## src/rtl/core_pkg.sv

```systemverilog
// Shared core types and constants.
// Holds the divider op and state encodings.
package core_pkg;

  typedef enum logic [1:0] {
    DIV_OP  = 2'b00,
    DIVU_OP = 2'b01,
    REM_OP  = 2'b10,
    REMU_OP = 2'b11
  } div_op_e;

  typedef enum logic [1:0] {
    DIV_IDLE = 2'b00,
    DIV_CALC = 2'b01,
    DIV_DONE = 2'b10
  } div_state_e;

  localparam int DIV_ITERS = 32;

endpackage

```

## src/rtl/div_unit.sv

```systemverilog
// Iterative radix-2 restoring divider for DIV/DIVU/REM/REMU.
// One quotient bit per cycle; special cases finish in one cycle.
module div_unit
  import core_pkg::*;
#(
  parameter int XLEN = 32
) (
  input  logic            clk,
  input  logic            reset,
  input  logic            start,
  input  logic [1:0]      op,
  input  logic [XLEN-1:0] rs1_val,
  input  logic [XLEN-1:0] rs2_val,
  input  logic [4:0]      rd_in,
  input  logic            kill,
  output logic            div_unit_busy,
  output logic            result_valid,
  output logic [XLEN-1:0] result,
  output logic [4:0]      rd_out
);

  div_state_e state_q, state_d;
  logic [4:0]      cnt_q, cnt_d;
  logic [XLEN:0]   rem_q, rem_d;
  logic [XLEN-1:0] dvd_q, dvd_d;
  logic [XLEN-1:0] dsr_q, dsr_d;
  logic [XLEN-1:0] res_q, res_d;
  logic [4:0]      rd_q, rd_d;
  logic            qneg_q, qneg_d;
  logic            rneg_q, rneg_d;
  logic            sel_rem_q, sel_rem_d;

  logic            sgn, a_neg, b_neg;
  logic            div0, ovf;
  logic [XLEN-1:0] a_abs, b_abs;
  logic [XLEN:0]   rem_sh, rem_nx;
  logic [XLEN+1:0] diff;
  logic            ge;
  logic [XLEN-1:0] dvd_nx, quot_fix, rem_fix;
  logic            unused_rem_msb;

  // Remainder stays below the divisor, so the top bit never feeds back.
  assign unused_rem_msb = rem_q[XLEN];

  always_comb begin
    sgn   = ~op[0];
    a_neg = sgn & rs1_val[XLEN-1];
    b_neg = sgn & rs2_val[XLEN-1];
    a_abs = a_neg ? (~rs1_val + 1'b1) : rs1_val;
    b_abs = b_neg ? (~rs2_val + 1'b1) : rs2_val;
    div0  = (rs2_val == '0);
    ovf   = sgn && (rs1_val == {1'b1, {(XLEN-1){1'b0}}})
                && (rs2_val == '1);
  end

  always_comb begin
    rem_sh   = {rem_q[XLEN-1:0], dvd_q[XLEN-1]};
    diff     = {1'b0, rem_sh} - {2'b00, dsr_q};
    ge       = ~diff[XLEN+1];
    rem_nx   = ge ? diff[XLEN:0] : rem_sh;
    dvd_nx   = {dvd_q[XLEN-2:0], ge};
    quot_fix = qneg_q ? (~dvd_nx + 1'b1) : dvd_nx;
    rem_fix  = rneg_q ? (~rem_nx[XLEN-1:0] + 1'b1)
                      : rem_nx[XLEN-1:0];
  end

  always_comb begin
    state_d   = state_q;
    cnt_d     = cnt_q;
    rem_d     = rem_q;
    dvd_d     = dvd_q;
    dsr_d     = dsr_q;
    res_d     = res_q;
    rd_d      = rd_q;
    qneg_d    = qneg_q;
    rneg_d    = rneg_q;
    sel_rem_d = sel_rem_q;
    unique case (state_q)
      DIV_IDLE: begin
        if (start && !kill) begin
          rd_d      = rd_in;
          sel_rem_d = op[1];
          if (div0 || ovf) begin
            if (op[1])
              res_d = div0 ? rs1_val : '0;
            else
              res_d = div0 ? '1 : {1'b1, {(XLEN-1){1'b0}}};
            state_d = DIV_DONE;
          end else begin
            dvd_d   = a_abs;
            dsr_d   = b_abs;
            rem_d   = '0;
            cnt_d   = '0;
            qneg_d  = a_neg ^ b_neg;
            rneg_d  = a_neg;
            state_d = DIV_CALC;
          end
        end
      end
      DIV_CALC: begin
        rem_d = rem_nx;
        dvd_d = dvd_nx;
        cnt_d = cnt_q + 5'd1;
        if (cnt_q == 5'(DIV_ITERS - 1)) begin
          cnt_d   = '0;
          res_d   = sel_rem_q ? rem_fix : quot_fix;
          state_d = DIV_DONE;
        end
      end
      DIV_DONE: state_d = DIV_IDLE;
      default:  state_d = DIV_IDLE;
    endcase
    if (kill) begin
      state_d = DIV_IDLE;
      cnt_d   = '0;
    end
  end

  always_ff @(posedge clk or posedge reset) begin
    if (reset) begin
      state_q   <= DIV_IDLE;
      cnt_q     <= '0;
      rem_q     <= '0;
      dvd_q     <= '0;
      dsr_q     <= '0;
      res_q     <= '0;
      rd_q      <= '0;
      qneg_q    <= 1'b0;
      rneg_q    <= 1'b0;
      sel_rem_q <= 1'b0;
    end else begin
      state_q   <= state_d;
      cnt_q     <= cnt_d;
      rem_q     <= rem_d;
      dvd_q     <= dvd_d;
      dsr_q     <= dsr_d;
      res_q     <= res_d;
      rd_q      <= rd_d;
      qneg_q    <= qneg_d;
      rneg_q    <= rneg_d;
      sel_rem_q <= sel_rem_d;
    end
  end

  assign div_unit_busy = (state_q != DIV_IDLE);
  assign result_valid  = (state_q == DIV_DONE);
  assign result        = res_q;
  assign rd_out        = rd_q;

endmodule
```

## config.mk

```make
export PLATFORM = sky130hd
export DESIGN_NAME = div_unit
export DESIGN_NICKNAME = d
export VERILOG_FILES = /design/src/rtl/core_pkg.sv /design/src/rtl/div_unit.sv
export SDC_FILE = /design/constraint.sdc
export NUM_CORES = 1
export LEC_CHECK = 0
export CORE_ASPECT_RATIO = 0.7
export CORE_MARGIN = 2
export CORE_UTILIZATION = 48
export CTS_BUF_LIST = sky130_fd_sc_hd__clkbuf_8
export DETAILED_ROUTE_END_ITERATION = 16
export GPL_TIMING_DRIVEN = 0
export PLACE_DENSITY_LB_ADDON = 0.25
export SYNTH_ARGS = -nofsm -noshare
export SYNTH_HDL_FRONTEND = slang
export SYNTH_SLANG_ARGS = --single-unit
```

## constraint.sdc

```tcl
create_clock -name clk -period 6.8 [get_ports clk]
set_clock_uncertainty 0.2 [all_clocks]
set_input_delay 0.68 -clock clk [delete_from_list [all_inputs] [get_ports clk]]
set_output_delay 0.68 -clock clk [all_outputs]
set_load 0.01 [all_outputs]
```

==> summary.md, run 1 <==
| Metric | Value |
|---|---|
| Worst EP required | `7010 ps` |
| Post-Synth XOR/XNOR Area | `10.34%` |
| Layout Cells excl Fill | `1997` |
| Adder-cell share of the synthesized area | `4.284%` |
| Clock Tree Root | `clkbuf_8` |
| Global placement routability congestion | `1.027` |
| Leakage power | `5.393 nW` |
| Ranking of synthesized cells by area | `dfrtp_1 30%, o21ai_0 8.7%, nand2_1 7.3%` |
| Die width | `191.9 µm` |
| Post-route DRC violation count | `0` |
| Global Route Usage Sum | `between 30% and 40%` |
| Final setup violation count | `0` |
| Iter 0 DRT Violations | `1583` |
| Die area | `26000 µm²` |
| Hold crit path type | `flop to flop` |
| Critical-path maximum fanout | `10` |
| CTS H-tree lvls | `4` |
| Synthesized area | `11860 µm²` |
| Die Ht | `135.5 µm` |
| Number of global-route vias before repair | `11070` |
| First-pass GRT wire length | `67990 µm` |
| Clock buffer depth | `2` |
| Number of fill cells | `2310` |
| Post-layout min period | `~6600 ps` |
| Ys async rst share | `100.0%` |
| Pwr per Cell Area | `~450 nW/µm²` |
| Worst-Margin Slew | `slightly below 1000 ps` |
| Crit start category | `flop` |
| Largest net degree at the start of global routing | `96` |
| Final Slew Violations | `0` |
| Vias per inst | `6.301` |
| Area leader, netlist | `dfrtp_1` |
| GRT overflow | `0` |
| Port buffer count | `112` |
| Placed cell count | `1966` |
| Clock sinks | `143` |
| Slew HR | `33.86%` |
| Initial core utilization | `approximately 49%` |
| Main synth FF type | `dfrtp_1` |
| CP endpoint kind | `flop` |
| I/O pin count | `114` |
| Cells after synthesis | `1528` |
| Most common cell after layout, fill and taps aside | `nand2_1` |
| Area grow syn2layout | `16.86%` |
| Compound-Gate Fraction of Synth Area | `25.77%` |
| Area of the core | `24440 µm²` |
| Total vias in the final route | `between 10000 and 15000` |
| First drt pass iteration count | `6` |
| Highest clock rate | `150.8 MHz` |
| NumNets Final | `1774` |
| Most frequent cells in the layout | `232 x nand2_1, 204 x o21ai_0, 143 x dfrtp_1` |
| CP arrival | `about 7000 ps` |
| WL per Instance | `about 23 µm` |
| EDFF count, synth | `0` |
| Number of synthesis warnings | `0` |
| Synth top area share | `30.18%` |
| Multi-input logic area | `7701 µm²` |
| Total wire length | `45040 µm` |
| Post-CTS Setup Bufs | `0` |
| Netlist cell types | `80` |
| Mux contribution to synthesized area | `under 10%` |
| Final hold viol count | `0` |
| Initial antenna violation count | `0` |
| Worst skew pair latency | `500 ps` |
| CTS Buf Count | `17` |
| Synth Area in Simple Gates | `roughly a fifth` |
| Worst Setup Path Type | `flop to flop` |
| Syn_nets | `about 1600` |
| DP Wirelength | `35920 µm` |
| Seq/Total Area, Yosys | `between 30% and 40%` |
| Status | `complete, no violations` |
| Syn avg cell area | `7.760 µm²` |
| Pre-CTS setup slack | `-379.7 ps` |
| Hold_ws | `roughly 290 ps` |
| Antenna viol nets, final | `0` |
| Layout cells sized above 1 | `about 6.5%` |
| Max_cap viols | `0` |
| Clock tree from TritonCTS | `built` |
| Num rows | `48` |
| Tcrit/Tclk final | `97.51%` |
| N_diodes | `0` |
| Fin util | `56.69%` |
| VDD IR-drop max | `0.3406 mV` |
| Worst Setup Slack, final | `169.5 ps` |
| #FFs+latches synth | `143` |
| Unrepaired setup endpoints after global routing | `no` |
| Main combinational cell family by area after synthesis | `compound AO/OA/AOI/OAI gates` |
| Sequential cell area | `around 3600 µm²` |
| Clock-pin transition on the worst setup and hold timing paths | `90 ps` |
[where the power goes]
part / switching [W] / leakage, nW / total [W] / internal (W)
registers: 0.000257 / 1.67 / 0.00131 / 0.00105
clock network: 0.000381 / 0.214 / 0.000764 / 0.000383
logic: 0.00273 / 3.51 / 0.00421 / 0.00147
total: 0.00337 / 5.39 / 0.00628 / 0.00291
[what timing repair did]
action | 4_1_cts | 5_1_grt
hold buffers | 0 | 0
setup endpoints to repair | 8 | 8
pin swaps | 0 | 0
gates resized for setup | 2 | 4
[per-layer routing]
layer	up-vias	track usage [%]	part of all wire [%]
met3	49	13.49	13
met5	-	0	0
met4	0	7.949	1.5
li1	5760	-	-
met1	6089	55.09	48
met2	686	44.26	38
[sequential cells by signal, indices dropped and copies added (netlist names)]
signal,count
cnt_q,5
dsr_q,32
dvd_q,32
qneg_q,1
rd_out,5
rem_q,32
result,32
rneg_q,1
sel_rem_q,1
state_q,2
[kinds of logic after synthesis]
family,after synthesis
compound gates,497
xor+xnor,140
fa+ha+maj,40
buf+inv,146
flops,143
mux,39
simple gates,523
[path summary, 6_finish.rpt]
path,startpoint,endpoint,slack (ps),cells after the start
worst min-delay path,dsr_q[23]$_DFFE_PP0P_,dsr_q[23]$_DFFE_PP0P_,290,2
min in group asynchronous,reset,rd_out[1]$_DFFE_PP0P_,390,2
worst min register to register,dsr_q[23]$_DFFE_PP0P_,dsr_q[23]$_DFFE_PP0P_,290,2
worst max register to register,rem_q[7]$_DFFE_PP0P_,result[20]$_DFFE_PP0P_,170,21
worst max-delay path,rem_q[7]$_DFFE_PP0P_,result[20]$_DFFE_PP0P_,170,21
max in group asynchronous,reset,dsr_q[10]$_DFFE_PP0P_,5120,3
[critical path, cell delays in order, from the launching register on]
cell and delay (ps):
dfrtp_1 460, ha_1 310, buf_2 180, a21oi_1 330
o21ai_0 320, a21o_1 290, o311ai_4 450, nand2_2 150
inv_2 150, buf_2 250, buf_1 660, clkbuf_1 640
ha_1 320, nand2_1 170, or3_1 450, clkbuf_1 230
o31ai_1 320, xnor2_1 150, o21ai_0 100, a21oi_1 190
a21oi_1 50, a41oi_1 150
[synth_stat cells, types with 33 or more instances]
cell type    n
clkbuf_1    63
o21ai_0    206
nor3_1      35
dfrtp_1    143
xnor2_1     85
a21oi_1     75
xor2_1      55
ha_1        39
o22ai_1     33
inv_1       54
nor2_1      96
nand2_1    232
[layout make-up]
cell class / count / area share (%)
clock buffers: 19 / 1.887
inverters: 55 / 1.526
multi-input cells: 1239 / 55.58
clock inverters: 13 / 1.174
repair buffers: 113 / 8.289
flip-flops and latches: 143 / 25.82
well taps: 325 / 2.935
plain buffers: 90 / 2.790
[through the flow]
step | power [W] | instance area, µm² | TNS, ps
5_1_grt | 0.006700 | 13860 | 0
4_1_cts | 0.006126 | 13850 | 0
6_report | 0.006277 | 13860 | 0
3_5_place_dp | 0.005356 | 13420 | -1130
2_1_floorplan | 0.004144 | 11860 | 0
3_3_place_gp | 0.005311 | 13390 | -13430
No activity file was read; power rests on OpenSTA's default activity.
==> inputs of run 2 (changes only) <==
Settings changed: SKIP_CTS_REPAIR_TIMING from default to 1.
==> run 2 against run 1 <==
Net effect: via count decreased by 0.38%; fmax up 1.2%; die area unchanged; critical path type unchanged; largest cell class unchanged.
==> summary.md, run 2 (same netlist as run 1, synthesis figures left out) <==
| Metric | Value |
|---|---|
| Post-route DRC violation count | `0 (unchanged)` |
| Total wire length | `45130 µm (was 45040 µm)` |
| Critical-path maximum fanout | `10 (unchanged)` |
| Post-layout min period | `6553 ps (was 6631 ps)` |
| Initial antenna violation count | `0 (unchanged)` |
| Total internal power | `0.002917 W (was 0.002906 W)` |
| CP endpoint kind | `flop (unchanged)` |
| Unrepaired setup endpoints after global routing | `no (unchanged)` |
| CP Launch Point | `rem_q[19]$_DFFE_PP0P_ (was rem_q[7]$_DFFE_PP0P_)` |
| First drt pass iteration count | `5 (was 6)` |
| Most common cell after layout, fill and taps aside | `nand2_1 (unchanged)` |
| Number of fill cells | `2310 (unchanged)` |
| GRT overflow | `0 (unchanged)` |
| Num rows | `48 (unchanged)` |
| RR Startpoint | `rem_q[19]$_DFFE_PP0P_ (was rem_q[7]$_DFFE_PP0P_)` |
| Worst EP required | `6970 ps (was 7010 ps)` |
| Global placement routability congestion | `1.027 (unchanged)` |
| Hold crit path type | `flop to flop (unchanged)` |
| HP Start | `dsr_q[23]$_DFFE_PP0P_ (unchanged)` |
| Initial core utilization | `48.51% (unchanged)` |
| Area grow syn2layout | `17.12% (was 16.86%)` |
| Tcrit/Tclk final | `96.37% (was 97.51%)` |
| Min-Delay Endpoint | `dsr_q[23]$_DFFE_PP0P_ (unchanged)` |
| Gate power share | `67.3% (was 67.0%)` |
| Clk pwr share | `12.1% (was 12.2%)` |
| Pwr per Cell Area | `455.0 nW/µm² (was 453.0 nW/µm²)` |
| Clock-pin transition on the worst setup and hold timing paths | `90 ps (about the same)` |
| Area of the core | `24440 µm² (unchanged)` |
| Antenna viol nets, final | `0 (unchanged)` |
| Placed cell count | `1966 (unchanged)` |
| Worst-Margin Slew | `977.8 ps (was 984.6 ps)` |
| Status | `complete, no violations (unchanged)` |
| Clock buffer depth | `2 (unchanged)` |
| Vias per inst | `6.271 (was 6.301)` |
| Hold_ws | `284.1 ps (was 285.5 ps)` |
| Port buffer count | `112 (unchanged)` |
| Layout cells sized above 1 | `6.575% (was 6.459%)` |
| CTS H-tree lvls | `4 (unchanged)` |
| I/O pin count | `114 (unchanged)` |
| Worst Setup Path Type | `flop to flop (unchanged)` |
| Pre-CTS setup slack | `-379.7 ps (unchanged)` |
| Clock sinks | `143 (unchanged)` |
| FF-to-FF path depth | `20 (was 21)` |
| CTS Buf Count | `17 (unchanged)` |
| First-pass GRT wire length | `68070 µm (was 67990 µm)` |
| Worst skew pair latency | `500 ps (about the same)` |
| Largest net degree at the start of global routing | `96 (unchanged)` |
| WL per Instance | `22.57 µm (was 22.56 µm)` |
| Hold path depth | `2 (unchanged)` |
| Die width | `191.9 µm (unchanged)` |
| R2R setup slack | `250 ps (was 170 ps)` |
| Worst Setup Slack, final | `247.2 ps (was 169.5 ps)` |
| Leakage power | `5.394 nW (was 5.393 nW)` |
| DP Wirelength | `35920 µm (unchanged)` |
| Final Slew Violations | `0 (unchanged)` |
| Clock Tree Root | `clkbuf_8 (unchanged)` |
| Global Route Usage Sum | `35.31% (was 35.24%)` |
| Die area | `26000 µm² (unchanged)` |
| Max_cap viols | `0 (unchanged)` |
| Part of the power in registers | `20.6% (was 20.8%)` |
| Total vias in the final route | `12540 (was 12580)` |
| Most frequent cells in the layout | `232 x nand2_1, 204 x o21ai_0, 143 x dfrtp_1 (unchanged)` |
| Layout Cells excl Fill | `1999 (was 1997)` |
| Fin util | `56.81% (was 56.69%)` |
| Slew HR | `34.31% (was 33.86%)` |
| Crit start category | `flop (unchanged)` |
| CP arrival | `6720 ps (was 6840 ps)` |
| Iter 0 DRT Violations | `1625 (was 1583)` |
| Switching share of total power | `53.83% (was 53.70%)` |
| P_sw | `0.003401 W (was 0.003370 W)` |
| Clock tree from TritonCTS | `built (unchanged)` |
| VDD IR-drop max | `0.3451 mV (was 0.3406 mV)` |
| Number of global-route vias before repair | `11070 (about the same)` |
| Final setup violation count | `0 (unchanged)` |
| Final hold viol count | `0 (unchanged)` |
| NumNets Final | `1775 (was 1774)` |
| Die Ht | `135.5 µm (unchanged)` |
| Highest clock rate | `152.6 MHz (was 150.8 MHz)` |
| Final Total Pwr | `0.006319 W (was 0.006277 W)` |
| Worst R2R End | `result[30]$_DFFE_PP0P_ (was result[20]$_DFFE_PP0P_)` |
-- run 2: worst max-delay path by stage --
stage | to
after floorplan | result[30]$_DFFE_PP0P_
after global placement | result[30]$_DFFE_PP0P_
after detailed placement | result[30]$_DFFE_PP0P_
after CTS | result[30]$_DFFE_PP0P_
after global routing | result[30]$_DFFE_PP0P_
final | result[30]$_DFFE_PP0P_
-- run 2: power groups by stage --
| stage | Combinational, W | Clock [W] | Sequential [W] |
|---|---|---|---|
| 6_report | 0.00425 | 0.000762 | 0.00130 |
| 5_1_grt | 0.00461 | 0.000798 | 0.00133 |
| 4_1_cts | 0.00408 | 0.000765 | 0.00129 |
| 3_5_place_dp | 0.00405 | 0 | 0.00131 |
| 3_3_place_gp | 0.00401 | 0 | 0.00130 |
| 2_1_floorplan | 0.00293 | 0 | 0.00122 |
-- run 2: layout make-up --
type	instances	area (µm²)	share of cell area (%)
Sequential cell	143	3578	25.77
Timing Repair Buffer	113	1149	8.271
Antenna cell	1	2.502	0.01802
Tap cell	325	406.6	2.928
Clock buffer	19	261.5	1.883
Buffer	91	390.4	2.811
Inverter	55	211.5	1.523
Clock inverter	13	162.7	1.171
Multi-Input combinational cell	1239	7725	55.63
-- run 2: metrics by stage --
step                setup TNS, ps  instance area (µm²)
finish                          0                13890
global route                    0                13880
detailed placement          -1130                13420
global placement           -13430                13390
floorplan                       0                11860
CTS                         -1398                13840
-- run 2: per-layer routing --
metal	routed length, µm	vias up	global-route usage, %
li1	-	5759	-
met3	5823	54	13.55
met5	0	-	0
met4	684	0	7.906
met1	21650	6071	55.22
met2	16970	652	44.30
-- run 2: worst max-delay path: stages, from the launching register on --
cell	delay [ps]
dfrtp_1	450
ha_1	310
clkbuf_1	210
a21oi_1	250
o21ai_1	190
a41o_1	340
a221oi_4	460
nand2_2	150
buf_2	240
clkbuf_2	320
buf_2	350
o21ai_1	300
ha_1	360
o211ai_1	190
nor4_2	300
nor4bb_2	400
o21ai_0	280
nand2b_1	320
nor4_1	420
mux2i_1	240
o211ai_1	100
==> inputs of run 3 (changes only) <==
Settings changed: RECOVER_POWER from default to 100.
==> run 3 against run 2 <==
Net effect: largest power group unchanged; worst setup slack worse by 130 ps; critical path depth is 9 lower; combinational power hardly changed; fmax is 2.0% lower; the flow now finishes with violations (max-capacitance violations, max-slew violations).
==> summary.md, run 3 (same netlist as run 1, synthesis figures left out) <==
| Metric | Value |
|---|---|
| Post-route DRC violation count | `0 (unchanged)` |
| Final hold viol count | `0 (unchanged)` |
| Post-layout min period | `6685 ps (was 6553 ps)` |
| Failing checks | `max-capacitance violations, max-slew violations` |
| Crit-path most repeated cell | `or4_1` |
| CP peak stage delay | `1360 ps (was 460 ps)` |
| Part of the power in registers | `20.6% (about the same)` |
| Leakage power | `5.230 nW (was 5.394 nW)` |
| Final Total Pwr | `0.006321 W (was 0.006319 W)` |
| Clock Tree Root | `clkbuf_8 (unchanged)` |
| Number of fill cells | `2324 (was 2310)` |
| Max_cap viols | `3 (was 0)` |
| Total wire length | `45100 µm (was 45130 µm)` |
| Clock buffer depth | `2 (unchanged)` |
| First drt pass iteration count | `6 (was 5)` |
| CP arrival | `6860 ps (was 6720 ps)` |
| Unrepaired setup endpoints after global routing | `no (unchanged)` |
| Worst Setup Path Type | `primary input to flop (was flop to flop)` |
| Die Ht | `135.5 µm (unchanged)` |
| Vias per inst | `6.248 (was 6.271)` |
| WL per Instance | `22.56 µm (was 22.57 µm)` |
| Largest net degree at the start of global routing | `96 (unchanged)` |
| Tcrit/Tclk final | `98.30% (was 96.37%)` |
| Worst EP required | `6970 ps (about the same)` |
| Most common cell after layout, fill and taps aside | `nand2_1 (unchanged)` |
| Final setup violation count | `0 (unchanged)` |
| Status | `finished with violations (was complete, no violations)` |
| CP Cell Sequence | `dlygate4sd3_1 > or4_1 > or4_1 > or4_1 > nor4_1 > a21oi_1 > and3_2 > clkbuf_1 > clkbuf_1 > nand2_1 > mux2_2 (was ha_1 > clkbuf_1 > a21oi_1 > o21ai_1 > a41o_1 > a221oi_4 > nand2_2 > buf_2 > clkbuf_2 > buf_2 > o21ai_1 > ha_1 > o211ai_1 > nor4_2 > nor4bb_2 > o21ai_0 > nand2b_1 > nor4_1 > mux2i_1 > o211ai_1)` |
| P_sw | `0.003409 W (was 0.003401 W)` |
| Initial antenna violation count | `0 (unchanged)` |
| Number of global-route vias before repair | `11070 (unchanged)` |
| VDD IR-drop max | `0.3479 mV (was 0.3451 mV)` |
| Slowest CP cell | `nor4_1 (was a221oi_4)` |
| Global placement routability congestion | `1.027 (unchanged)` |
| Antenna viol nets, final | `0 (unchanged)` |
| NumNets Final | `1775 (unchanged)` |
| Layout cells sized above 1 | `5.439% (was 6.575%)` |
| Worst skew pair latency | `490 ps (was 500 ps)` |
| Final Slew Violations | `152 (was 0)` |
| Pwr per Cell Area | `458.3 nW/µm² (was 455.0 nW/µm²)` |
| Clock tree from TritonCTS | `built (unchanged)` |
| Port buffer count | `112 (unchanged)` |
| Clk pwr share | `12.1% (about the same)` |
| Crit start category | `primary input (was flop)` |
| Total vias in the final route | `12490 (was 12540)` |
| Fin util | `56.42% (was 56.81%)` |
| Hold crit path type | `flop to flop (unchanged)` |
| Critical-path maximum fanout | `10 (unchanged)` |
| GRT overflow | `0 (unchanged)` |
| Initial core utilization | `48.51% (unchanged)` |
| Gate power share | `67.3% (about the same)` |
| Area of the core | `24440 µm² (unchanged)` |
| Die area | `26000 µm² (unchanged)` |
| Switching share of total power | `53.93% (was 53.83%)` |
| CTS Buf Count | `17 (unchanged)` |
| Worst-Margin Slew | `2514 ps (was 977.8 ps)` |
| Clock-pin transition on the worst setup and hold timing paths | `90 ps (about the same)` |
| Total internal power | `0.002912 W (was 0.002917 W)` |
| I/O pin count | `114 (unchanged)` |
| Slew HR | `-67.58% (was 34.31%)` |
| Highest clock rate | `149.6 MHz (was 152.6 MHz)` |
| Most frequent cells in the layout | `233 x nand2_1, 211 x o21ai_0, 143 x dfrtp_1 (was 232 x nand2_1, 204 x o21ai_0, 143 x dfrtp_1)` |
| First-pass GRT wire length | `68070 µm (unchanged)` |
| Hold_ws | `284.1 ps (about the same)` |
| Die width | `191.9 µm (unchanged)` |
| CTS H-tree lvls | `4 (unchanged)` |
| Clock sinks | `143 (unchanged)` |
| CP endpoint kind | `flop (unchanged)` |
| DP Wirelength | `35920 µm (unchanged)` |
| Global Route Usage Sum | `35.31% (unchanged)` |
| Num rows | `48 (unchanged)` |
| Area grow syn2layout | `16.31% (was 17.12%)` |
| R2R setup slack | `260 ps (was 250 ps)` |
| Iter 0 DRT Violations | `1651 (was 1625)` |
## run 3: final timing paths
check,depth (start not counted),start,endpoint
worst max-delay path,11,rs2_val[19],dsr_q[0]$_DFFE_PP0P_
worst min-delay path,2,dsr_q[23]$_DFFE_PP0P_,dsr_q[23]$_DFFE_PP0P_
worst max register to register,20,rem_q[7]$_DFFE_PP0P_,result[30]$_DFFE_PP0P_
worst min register to register,2,dsr_q[23]$_DFFE_PP0P_,dsr_q[23]$_DFFE_PP0P_
max in group asynchronous,3,reset,dsr_q[10]$_DFFE_PP0P_
min in group asynchronous,2,reset,rd_out[1]$_DFFE_PP0P_
## run 3: area by class of cell
cell class / count / area, µm² / area share, %
repair buffers: 113 / 1126 / 8.165
well taps: 325 / 406.6 / 2.948
flip-flops and latches: 143 / 3578 / 25.95
clock buffers: 19 / 261.5 / 1.896
clock inverters: 13 / 162.7 / 1.179
plain buffers: 91 / 366.6 / 2.658
inverters: 55 / 207.7 / 1.506
diodes: 1 / 2.502 / 0.01814
multi-input cells: 1239 / 7680 / 55.68
## run 3: stage by stage
| step | instance area [µm²] | setup TNS [ps] | worst slack [ps] | std cells |
|---|---|---|---|---|
| 5_1_grt | 13790 | 0 | 45.14 | 1998 |
| 3_3_place_gp | 13390 | -13430 | -299.0 | 1965 |
| 3_5_place_dp | 13420 | -1130 | -379.7 | 1966 |
| 6_report | 13790 | 0 | 115.4 | 1999 |
| 4_1_cts | 13840 | -1398 | -416.7 | 1998 |
| 2_1_floorplan | 11860 | 0 | 1639 | 1528 |
## run 3: per-layer routing
layer	wire length (µm)	global-route usage, %
met1	21440	55.22
met4	686	7.906
met2	16950	44.30
met5	0	0
met3	6025	13.55
## run 3: worst max-delay path, delay by kind of cell
family	cells	cell delay (ps)
AOI/OAI and AO/OA	1	450
muxes	1	410
buffers and inverters	3	1250
and+or+nand+nor	6	4060
## run 3: power groups by stage
| stage | Combinational (W) | Clock [W] | Sequential, W |
|---|---|---|---|
| after global routing | 0.00460 | 0.000798 | 0.00133 |
| after CTS | 0.00408 | 0.000765 | 0.00129 |
| after global placement | 0.00401 | 0 | 0.00130 |
| final | 0.00425 | 0.000764 | 0.00130 |
| after detailed placement | 0.00405 | 0 | 0.00131 |
| after floorplan | 0.00293 | 0 | 0.00122 |
